===== config.mk =====
export PLATFORM = sky130hd
export DESIGN_NAME = mult_8x8
export DESIGN_NICKNAME = d
export VERILOG_FILES = /design/src/rtl/mult_8x8.sv
export SDC_FILE = /design/constraint.sdc
export NUM_CORES = 1
export LEC_CHECK = 0
export BUFFER_PORTS_ARGS = -buffer_cell sky130_fd_sc_hd__buf_2
export CAP_MARGIN = 20
export CORE_ASPECT_RATIO = 1.5
export CORE_MARGIN = 5
export CORE_UTILIZATION = 50
export DETAILED_ROUTE_END_ITERATION = 16
export HOLD_SLACK_MARGIN = 0.08
export PLACE_DENSITY = 0.77
export SYNTH_ARGS = -nofsm -noshare
export SYNTH_HDL_FRONTEND = slang
export SYNTH_SLANG_ARGS = --single-unit

===== constraint.sdc =====
create_clock -name clk -period 5 [get_ports clk]
set_input_delay 0.25 -clock clk [delete_from_list [all_inputs] [get_ports clk]]
set_output_delay 0.25 -clock clk [all_outputs]
set_load 0.02 [all_outputs]

===== src/rtl/mult_8x8.sv =====
// mult_8x8: registered unsigned W x W multiplier built from a partial-product adder tree.
// Ports:
//   clk       rising-edge clock
//   rst_n     synchronous active-low reset
//   a, b      unsigned operands (W bits)
//   in_valid  operand pair valid this cycle
//   x         registered product a*b (2*W bits), holds when no new product
//   out_valid one-cycle pulse when x carries a new product
// Optional build macro MULT_PIPE2_EN: registers the low/high partial-product sums,
// raising latency from 1 to 2 clocks at the same throughput.
module mult_8x8 #(
    parameter int W = 8
) (
    input  logic           clk,
    input  logic           rst_n,
    input  logic [W-1:0]   a,
    input  logic [W-1:0]   b,
    input  logic           in_valid,
    output logic [2*W-1:0] x,
    output logic           out_valid
);
    localparam int H = W / 2;
    logic [2*W-1:0] pp;
    logic [2*W-1:0] lo_sum;
    logic [2*W-1:0] hi_sum;
    // Partial products for b[0..H-1] feed the low-half sum, the rest the high-half sum.
    always_comb begin
        pp     = '0;
        lo_sum = '0;
        hi_sum = '0;
        for (int i = 0; i < W; i++) begin
            pp = {{W{1'b0}}, a & {W{b[i]}}} << i;
            if (i < H)
                lo_sum = lo_sum + pp;
            else
                hi_sum = hi_sum + pp;
        end
    end
`ifdef MULT_PIPE2_EN
    logic [2*W-1:0] lo_q;
    logic [2*W-1:0] hi_q;
    logic           v_q;
    always_ff @(posedge clk) begin
        if (!rst_n) begin
            lo_q      <= '0;
            hi_q      <= '0;
            v_q       <= 1'b0;
            x         <= '0;
            out_valid <= 1'b0;
        end else begin
            v_q       <= in_valid;
            out_valid <= v_q;
            if (in_valid) begin
                lo_q <= lo_sum;
                hi_q <= hi_sum;
            end
            if (v_q)
                x <= lo_q + hi_q;
        end
    end
`else
    always_ff @(posedge clk) begin
        if (!rst_n) begin
            x         <= '0;
            out_valid <= 1'b0;
        end else begin
            out_valid <= in_valid;
            if (in_valid)
                x <= lo_sum + hi_sum;
        end
    end
`endif
endmodule


==> results of run 1 <==
## cell usage in the layout, fill, tap and decap left out, drive strengths merged, types with 3 or more instances in the layout
cell type | Yosys | final
a211oi | 5 | 5
a21o | 4 | 4
a21oi | 12 | 12
and2 | 41 | 41
buf | 2 | 78
clkbuf | 5 | 4
dfxtp | 17 | 17
fa | 28 | 28
ha | 37 | 37
inv | 44 | 44
mux2i | 6 | 6
nand2 | 35 | 35
nand3 | 10 | 10
nor2 | 22 | 22
nor2b | 4 | 4
nor3 | 4 | 4
o2111ai | 4 | 4
o211ai | 7 | 7
o21a | 5 | 5
o21ai | 9 | 9
or3 | 3 | 3
xnor2 | 5 | 5
xor2 | 7 | 7
## kinds of logic after synthesis
kind of cell | after synthesis | share of synthesized area
AO/OA/AOI/OAI | 61 | 0.156
buffers and inverters | 52 | 0.0703
flip-flops | 17 | 0.121
XOR/XNOR | 12 | 0.0373
adder cells (fa/ha/maj) | 65 | 0.364
multiplexers | 6 | 0.0213
AND/OR/NAND/NOR | 128 | 0.230
## what timing repair did
item,4_1_cts,5_1_grt
buffers inserted,4,7
pin swaps,16,53
gates resized for setup,14,48
setup endpoints to repair,4,8
## area by class of cell
type                       count  area (sq um)
multi-input combinational    272          2520
fill                         418          1790
timing repair buffer          78           534
sequential                    17           340
inverter                      45           169
tap                           70          87.6
clock buffer                   4          45.0
## state kept, by name (all words and copies together) (netlist names)
register   count
out_valid      1
x             16
## critical path: stages
cell and delay (ns):
buf_6 0.10, and2_4 0.15, fa_1 0.56, fa_1 0.47
ha_4 0.19, fa_2 0.36, a21oi_4 0.17, o211ai_1 0.15
o41ai_2 0.27, xor2_1 0.30, fa_1 0.50, fa_1 0.41
inv_1 0.08, ha_1 0.27, a21oi_2 0.19, o21ai_1 0.12
buf_4 0.16, a32oi_1 0.29, o211ai_2 0.12
## power groups by stage
| stage | logic [uW] | registers (uW) | clock network, uW |
|---|---|---|---|
| floorplan | 601 | 224 | 0 |
| CTS | 994 | 183 | 104 |
| global route | 1390 | 187 | 110 |
| detailed placement | 961 | 185 | 0 |
| global placement | 919 | 184 | 0 |
| finish | 1260 | 183 | 106 |
## layer usage
layer,vias up,share of wire,global-route usage
li1,1297,-,-
met1,1363,0.36,0.236
met2,78,0.56,0.416
met3,26,0.033,0.0197
met4,0,0.045,0.0955
met5,-,0,0
## through the flow
stage / instances / hold slack [ns] / area (sq um) / setup WS [ns] / TNS [ns]
after floorplan: 341 / 0.416 / 2830 / 0.00749 / 0
after global placement: 472 / 0.461 / 3320 / -0.242 / -0.958
after detailed placement: 472 / 0.469 / 3320 / -0.410 / -1.82
after CTS: 480 / 0.363 / 3460 / 0.0000173 / 0
after global routing: 486 / 0.416 / 3700 / -0.159 / -0.296
final: 486 / 0.382 / 3700 / 0.00527 / 0
## worst paths after layout
| path | to | depth (start not counted) | slack, ns | start |
|---|---|---|---|---|
| worst min-delay path | x[10] | 2 | 0.38 | rst_n |
| worst max-delay path | x[15] | 19 | 0.005 | b[3] |
| worst max register to register | x[15] | 2 | 4.05 | x[15] |
| worst min register to register | x[0] | 2 | 0.47 | x[0] |
==> impl_results.md, run 1 <==
* Status: finished, final reports clean
* Clock skew at 0 ns
* Max H-tree Level at 1
* Final nets at approximately 500
* Least-Margin Pin Slew at between 0.5 and 0.6 ns
* Top-count cell post-synth: inv_1
* Power, Total at approximately 1600 uW
* Asr flop ratio synth at 0
* CP Launch Type: input port
* Clock Tree Buf Depth at 2
* Slew Limit Fails at 0
* Die W at roughly 70 um
* First-pass GRT wire length at ~13 mm
* Global Route Usage Sum at 0.216
* First-pass detailed-route iteration total at 8
* Maximum Capacitance Violations at 0
* EDFF count, synth at 0
* Sequential-to-total area share from yosys stat at 0.121
* Worst Path Arrival at 5.12 ns
* Layout cells sized above 1 at 0.315
* Row cnt at 33
* Io pins at 36
* Synth cell count leaders: inv_1 (44), and2_1 (41), ha_1 (37)
* Largest net degree at the start of global routing at 18
* Mapped cell area at 2810 sq um
* Highest Clock Rate at ~0.2 GHz
* Main synth FF type: dfxtp_1
* Root Buffer: clkbuf_8
* Psw at between 700 and 800 uW
* Switching share of power at 0.468
* Fin util at 0.674
* Vias in the first global route at ~2,800
* DPL Wire Length at between 5 and 6 mm
* Critical path fanouts, max at 3
* Combinational cell fraction of total power at 0.814
* Post-synth cell types at between 40 and 50
* Sequential power share at 0.118
* Worst slew margin at 0.647
* Core area at between 5000 and 6000 sq um
* CTS Sinks at 17
* Final Hold Fails at 0
* PD cells at approximately 420 nW/um^2
* N_diodes at 0
* Lkg Pwr at between 0.0015 and 0.002 uW
* Setup crit end kind: flop
* GR Overflow Total at 0
* Maximum VDD drop at ~230 uV
* Top cell type's share of synthesized area at 0.199
* Min Tclk post-route at around 5 ns
* Initial DRC count at around 140
* Area growth syn-to-layout at 31.4%
* Drt wl/cell at approximately 17 um
* Kind of critical path: in2reg
* DRC at 0
* Post-Syn Instances at around 340
* Die Ht at 102 um
* Avg Inst Size Synth at 8.25 sq um
* Initial Utilization at 0.512
* DR vias at ~2,800
* Routability cong. at between 0.8 and 0.9
* Fin crit share at 0.999
* Vias per cell at 5.69
* Clk_lat worst skew at approximately 0.25 ns
* Inserted Clock Buffers at 3
* Port bufs at 35
* Area leader, netlist: fa_1
* #FFs+latches synth at 17
* CTS tree: yes
* Initial antenna violation count at 0
* Internal Power at approximately 830 uW
* Final Setup Violations at 0
* WL final at 8.07 mm
* Post-route ant nets at 0
* Clock-pin slew on the worst setup and hold paths at 0.07 ns
* WP data required at 5.13 ns
* HP Class: in2reg
* Syn Nets at between 400 and 500
* Largest cells by area after synthesis: fa_1 (20%), ha_1 (16%), dfxtp_1 (12%), and2_1 (9.1%), inv_1 (5.9%)
* Clk network pwr share at 0.068
* RSZ-0062 raised after global routing: true
* Hold Buf Count CTS at 0
* Die ar. at 7260 sq um
* YS warnings at 0
Power figures use the tool's default switching activity.
==> run 2: changes to the inputs <==
- RECOVER_POWER: unset -> 50
- REMOVE_ABC_BUFFERS: unset -> 1
==> impl_results.md, run 2 (synthesis gave the netlist of run 1 again) <==
* Die Ht at 102 um (unchanged)
* Max H-tree Level at 1 (unchanged)
* Slew Limit Fails at 0 (unchanged)
* Root Buffer: clkbuf_8
* Most frequent cells in the layout: inv_1 (41), buf_4 (39), nand2_1 (34), and2_1 (29), ha_1 (29)
* Vias in the first global route at 2,762 (-1.8%)
* Die W at 71.3 um (unchanged)
* Grt peak-use layer: met2
* WP data required at 5.19 ns (+0.06 ns)
* Clock Tree Buf Depth at 2 (unchanged)
* R2R Setup Slk at 4.22 ns (+0.17 ns)
* Clk_lat worst skew at 0.25 ns (about the same)
* HP Class: in2reg
* Final Hold Fails at 0 (unchanged)
* N_diodes at 0 (unchanged)
* Port bufs at 35 (unchanged)
* CTS Sinks at 17 (unchanged)
* Global Route Usage Sum at 0.195 (-0.0210)
* DPL Wire Length at 5.48 mm (-5.1%)
* Hold Buf Count CTS at 0 (unchanged)
* First-pass detailed-route iteration total at 4 (-4)
* Drt wl/cell at 14.1 um (-15%)
* Met3 GRT Util at 0.00591 (-0.0138)
* Largest net degree at the start of global routing at 18 (unchanged)
* Critical path fanouts, max at 6 (+3)
* Clock-pin slew on the worst setup and hold paths at 0.07 ns (about the same)
* CTS tree: yes
* Maximum VDD drop at 182 uV (-20%)
* Final Setup Violations at 0 (unchanged)
* Worst Path Arrival at 5.09 ns (-0.03 ns)
* GR Overflow Total at 0 (unchanged)
* Worst slew margin at 0.688 (+0.0411)
* Setup crit end kind: flop
* Row cnt at 33 (unchanged)
* WL final at 6.81 mm (-16%)
* Kind of critical path: in2reg
* PD cells at 386 nW/um^2 (-8.0%)
* Highest Clock Rate at 0.204 GHz (+2.0%)
* DR vias at 2,646 (-4.3%)
* Inserted Clock Buffers at 3 (unchanged)
* RSZ-0062 raised after global routing: true
* Grt met2 use at 0.376 (-0.0397)
* Status: finished, final reports clean
* Max reg flops at 16 (unchanged)
* Initial antenna violation count at 0 (unchanged)
* Post-route ant nets at 0 (unchanged)
* Most common cell after layout, fill and taps aside: inv_1
* Io pins at 36 (unchanged)
* Largest registers: x x16, out_valid x1
* Core area at 5490 sq um (unchanged)
* DRC at 0 (unchanged)
* Maximum Capacitance Violations at 0 (unchanged)
* Finished Cell Area at 3590 sq um (-3.0%)
* CP Launch Type: input port
* First-pass GRT wire length at 11.7 mm (-8.1%)
* Vias per cell at 5.47 (-3.9%)
* Cell Area, Placed at 3330 sq um (+0.53%)
* Fin crit share at 0.979 (-0.0199)
* Final nets at 499 (-0.40%)
* Routability cong. at 0.909 (+4.3%)
* Layout cells sized above 1 at 0.242 (-0.0734)
* Least-Margin Pin Slew at 0.465 ns (-0.0640 ns)
* Die ar. at 7260 sq um (unchanged)
* PnR worst setup slack at 0.105 ns (+0.0996 ns)
* Initial Utilization at 0.512 (unchanged)
* Biggest register: x
* Area growth syn-to-layout at 27.5%
* Clock skew at 0 ns (unchanged)
* Min Tclk post-route at 4.90 ns (-0.0996 ns)
* Initial DRC count at 104 (-25%)
* Worst slack, placed at -0.453 ns (-0.0425 ns)
* Lkg Pwr at 0.00175 uW (-3.4%)
* Routing usage on met1 at 0.223 (-0.0127)
[run 2: metrics by stage]
stage | cells | total power [uW] | hold slack (ns) | utilization | setup TNS [ns]
finish | 484 | 1390 | 0.354 | 0.653 | 0
detailed placement | 477 | 1140 | 0.467 | 0.607 | -1.89
global placement | 477 | 1100 | 0.460 | 0.607 | -1.15
global route | 484 | 1520 | 0.376 | 0.653 | -0.161
floorplan | 334 | 806 | 0.345 | - | -0.110
CTS | 483 | 1280 | 0.355 | 0.629 | 0
[run 2: worst paths after layout]
| check | start | end | cells past startpoint |
|---|---|---|---|
| hold reg to reg | x[0] | x[0] | 2 |
| setup reg to reg | x[11] | x[11] | 3 |
| setup / recovery | b[3] | x[15] | 21 |
| hold / removal | rst_n | x[10] | 2 |
[run 2: routing by layer]
layer,wire [um],part of all wire,vias up
li1,-,-,1293
met1,2690,0.39,1298
met2,3800,0.56,42
met3,185,0.027,13
met4,143,0.021,0
met5,0,0,-
[run 2: final cells by class]
cell class | count | area, sq um
timing repair buffer | 76 | 489
tap | 70 | 87.6
inverter | 45 | 169
fill | 460 | 1900
sequential | 17 | 340
clock buffer | 4 | 45.0
multi-input combinational | 272 | 2460
[run 2: what timing repair did]
item	4_1_cts	5_1_grt
pin swaps	13	34
setup endpoints to repair	4	7
setup buffers	2	1
gates resized for setup	10	34
endpoints found under the hold margin	0	0
[run 2: critical path, stage by stage]
cell	delay [ns]
buf_2	0.12
buf_4	0.15
and2_4	0.16
fa_1	0.50
inv_1	0.06
fa_1	0.54
inv_1	0.07
ha_4	0.29
a21oi_4	0.05
buf_4	0.12
o21bai_1	0.16
xnor2_1	0.18
fa_1	0.48
fa_1	0.57
inv_1	0.05
ha_1	0.30
a211oi_2	0.08
buf_4	0.14
or4b_4	0.54
a21bo_1	0.20
o211ai_2	0.06
[run 2: report_power, final]
part	internal, uW	switching, uW
Combinational	533	567
Sequential	168	14.0
Clock	56.6	46.8
Total	758	628
==> run 3: changes to the inputs <==
- CORE_ASPECT_RATIO: 1.5 -> 1.2
==> impl_results.md, run 3 (synthesis gave the netlist of run 1 again) <==
* Initial DRC count at 138 (+33%)
* Inserted Clock Buffers at 3 (unchanged)
* Final Hold Slack at 0.376 ns (+0.0214 ns)
* Root Buffer: clkbuf_8
* Clock Tree Buf Depth at 2 (unchanged)
* Most common cell after layout, fill and taps aside: buf_4
* Setup crit end kind: flop
* Most frequent cells in the layout: buf_4 (40), inv_1 (38), nand2_1 (35), and2_1 (32), ha_1 (28)
* CP max-delay cell: fa_1
* Die W at 78.5 um (+10%)
* CTS Sinks at 17 (unchanged)
* DR vias at 2,644 (-0.076%)
* Worst path most repeated cell: fa_1
* Final Setup Violations at 0 (unchanged)
* Maximum VDD drop at 232 uV (+28%)
* Routability cong. at 0.877 (-3.5%)
* Power, Total at 1410 uW (+1.6%)
* RSZ-0062 raised after global routing: true
* First-pass detailed-route iteration total at 4 (unchanged)
* Min Tclk post-route at 4.92 ns (+0.0238 ns)
* Sequential power share at 0.130 (about the same)
* Critical path fanouts, max at 3 (-3)
* Storage element area at 340 sq um (unchanged)
* Largest net degree at the start of global routing at 18 (unchanged)
* Kind of critical path: in2reg
* Initial antenna violation count at 0 (unchanged)
* Clk_lat worst skew at 0.25 ns (about the same)
* Global Route Usage Sum at 0.186 (-0.00920)
* Highest Clock Rate at 0.203 GHz (-0.48%)
* Port bufs at 35 (unchanged)
* Final nets at 499 (unchanged)
* Fill cells at 470 (+2.2%)
* Post-route ant nets at 0 (unchanged)
* Vias in the first global route at 2,676 (-3.1%)
* WL final at 6.78 mm (-0.47%)
* GR Overflow Total at 0 (unchanged)
* Layout cells sized above 1 at 0.242 (unchanged)
* HP Class: in2reg
* Internal Power at 763 uW (+0.73%)
* CTS tree: yes
* Drt wl/cell at 14.2 um (+0.78%)
* Initial Utilization at 0.507 (-0.00589)
* Clk network pwr share at 0.072 (-0.003)
* Row cnt at 30 (-9.1%)
* Combinational cell fraction of total power at 0.798 (+0.004)
* Largest registers: x x16, out_valid x1
* Switching share of power at 0.458 (+0.00488)
* PD cells at 395 nW/um^2 (+2.2%)
* Vias per cell at 5.53 (+1.2%)
* Die ar. at 7230 sq um (-0.35%)
* Status: finished, final reports clean
* CP Launch Type: input port
* Core area at 5560 sq um (+1.2%)
* Fin crit share at 0.984 (+0.00476)
* Lkg Pwr at 0.00174 uW (-0.93%)
* Clock-pin slew on the worst setup and hold paths at 0.06 ns (about the same)
* Worst Path Arrival at 5.05 ns (-0.04 ns)
* Final Hold Fails at 0 (unchanged)
* Hold Buf Count CTS at 0 (unchanged)
* CP peak stage delay at 0.56 ns (about the same)
* N_diodes at 0 (unchanged)
* Io pins at 36 (unchanged)
* WP data required at 5.13 ns (-0.06 ns)
* Maximum Capacitance Violations at 0 (unchanged)
* DPL Wire Length at 5.31 mm (-3.0%)
* Cell chain of the critical path: buf_6 -> and2_4 -> fa_1 -> inv_2 -> fa_1 -> inv_2 -> fa_2 -> a21oi_4 -> o211ai_1 -> o41ai_2 -> xor2_1 -> fa_1 -> fa_1 -> inv_2 -> ha_4 -> nand4_1 -> or4b_4 -> nand2_1 -> o211ai_2
* Worst slew margin at 0.653 (-0.0344)
* Max H-tree Level at 1 (unchanged)
* Clock skew at 0 ns (unchanged)
* Area growth syn-to-layout at 26.8%
* Die Ht at 92.2 um (-9.5%)
* Psw at 645 uW (+2.7%)
* DRC at 0 (unchanged)
* First-pass GRT wire length at 11.2 mm (-4.3%)
* Biggest register: x
* Slew Limit Fails at 0 (unchanged)
* Max reg flops at 16 (unchanged)
* Multi-input gate area at 2450 sq um (-0.36%)
* Least-Margin Pin Slew at 0.517 ns (+0.0513 ns)
[run 3: cell counts in the layout (fill, tap and decap cells not counted)]
No cell type changed its count.
[run 3: through the flow]
step / utilization / setup TNS [ns] / instance area, sq um / worst slack (ns) / cells
after global placement: 0.597 / -1.19 / 3320 / -0.335 / 470
final: 0.642 / 0 / 3570 / 0.0811 / 478
after floorplan: - / -0.110 / 2790 / -0.110 / 334
after global routing: 0.642 / -0.256 / 3570 / -0.124 / 478
after CTS: 0.617 / 0 / 3430 / 0.0110 / 475
after detailed placement: 0.597 / -1.68 / 3320 / -0.395 / 470
[run 3: worst max-delay path, delay by kind of cell]
family,cells,cell delay (ns)
simple gates,4,0.88
xor+xnor,1,0.25
compound gates,4,0.66
buf+inv,4,0.24
fa+ha+maj,6,2.76
[run 3: path summary, 6_finish.rpt]
| check | slack, ns | startpoint | cells past startpoint | to |
|---|---|---|---|---|
| setup / recovery | 0.08 | a[3] | 19 | x[15] |
| hold / removal | 0.38 | rst_n | 2 | x[10] |
| setup reg to reg | 4.17 | x[11] | 3 | x[11] |
| hold reg to reg | 0.47 | x[7] | 2 | x[7] |
[run 3: power groups by stage]
stage	combinational (uW)	sequential [uW]	clock [uW]
final	1120	183	101
after global routing	1250	187	111
after CTS	994	182	102
after detailed placement	953	185	0
after global placement	921	184	0
after floorplan	582	224	0
[run 3: cell type report]
type / count / area share
Clock buffer: 4 / 0.0126
Inverter: 45 / 0.0474
Multi-Input combinational cell: 272 / 0.686
Sequential cell: 17 / 0.0954
Tap cell: 64 / 0.0224
Timing Repair Buffer: 76 / 0.136
[run 3: timing repair]
item	CTS	global route
pin swaps	16	37
gates resized for setup	9	32
setup buffers	1	3
setup endpoints to repair	3	7
[run 3: layer usage]
layer,track usage,vias up,routed length [um]
met1,0.229,1252,2930
met2,0.349,76,3500
met5,0,-,0
met4,0.0510,0,126
li1,-,1302,-
met3,0.00786,14,216
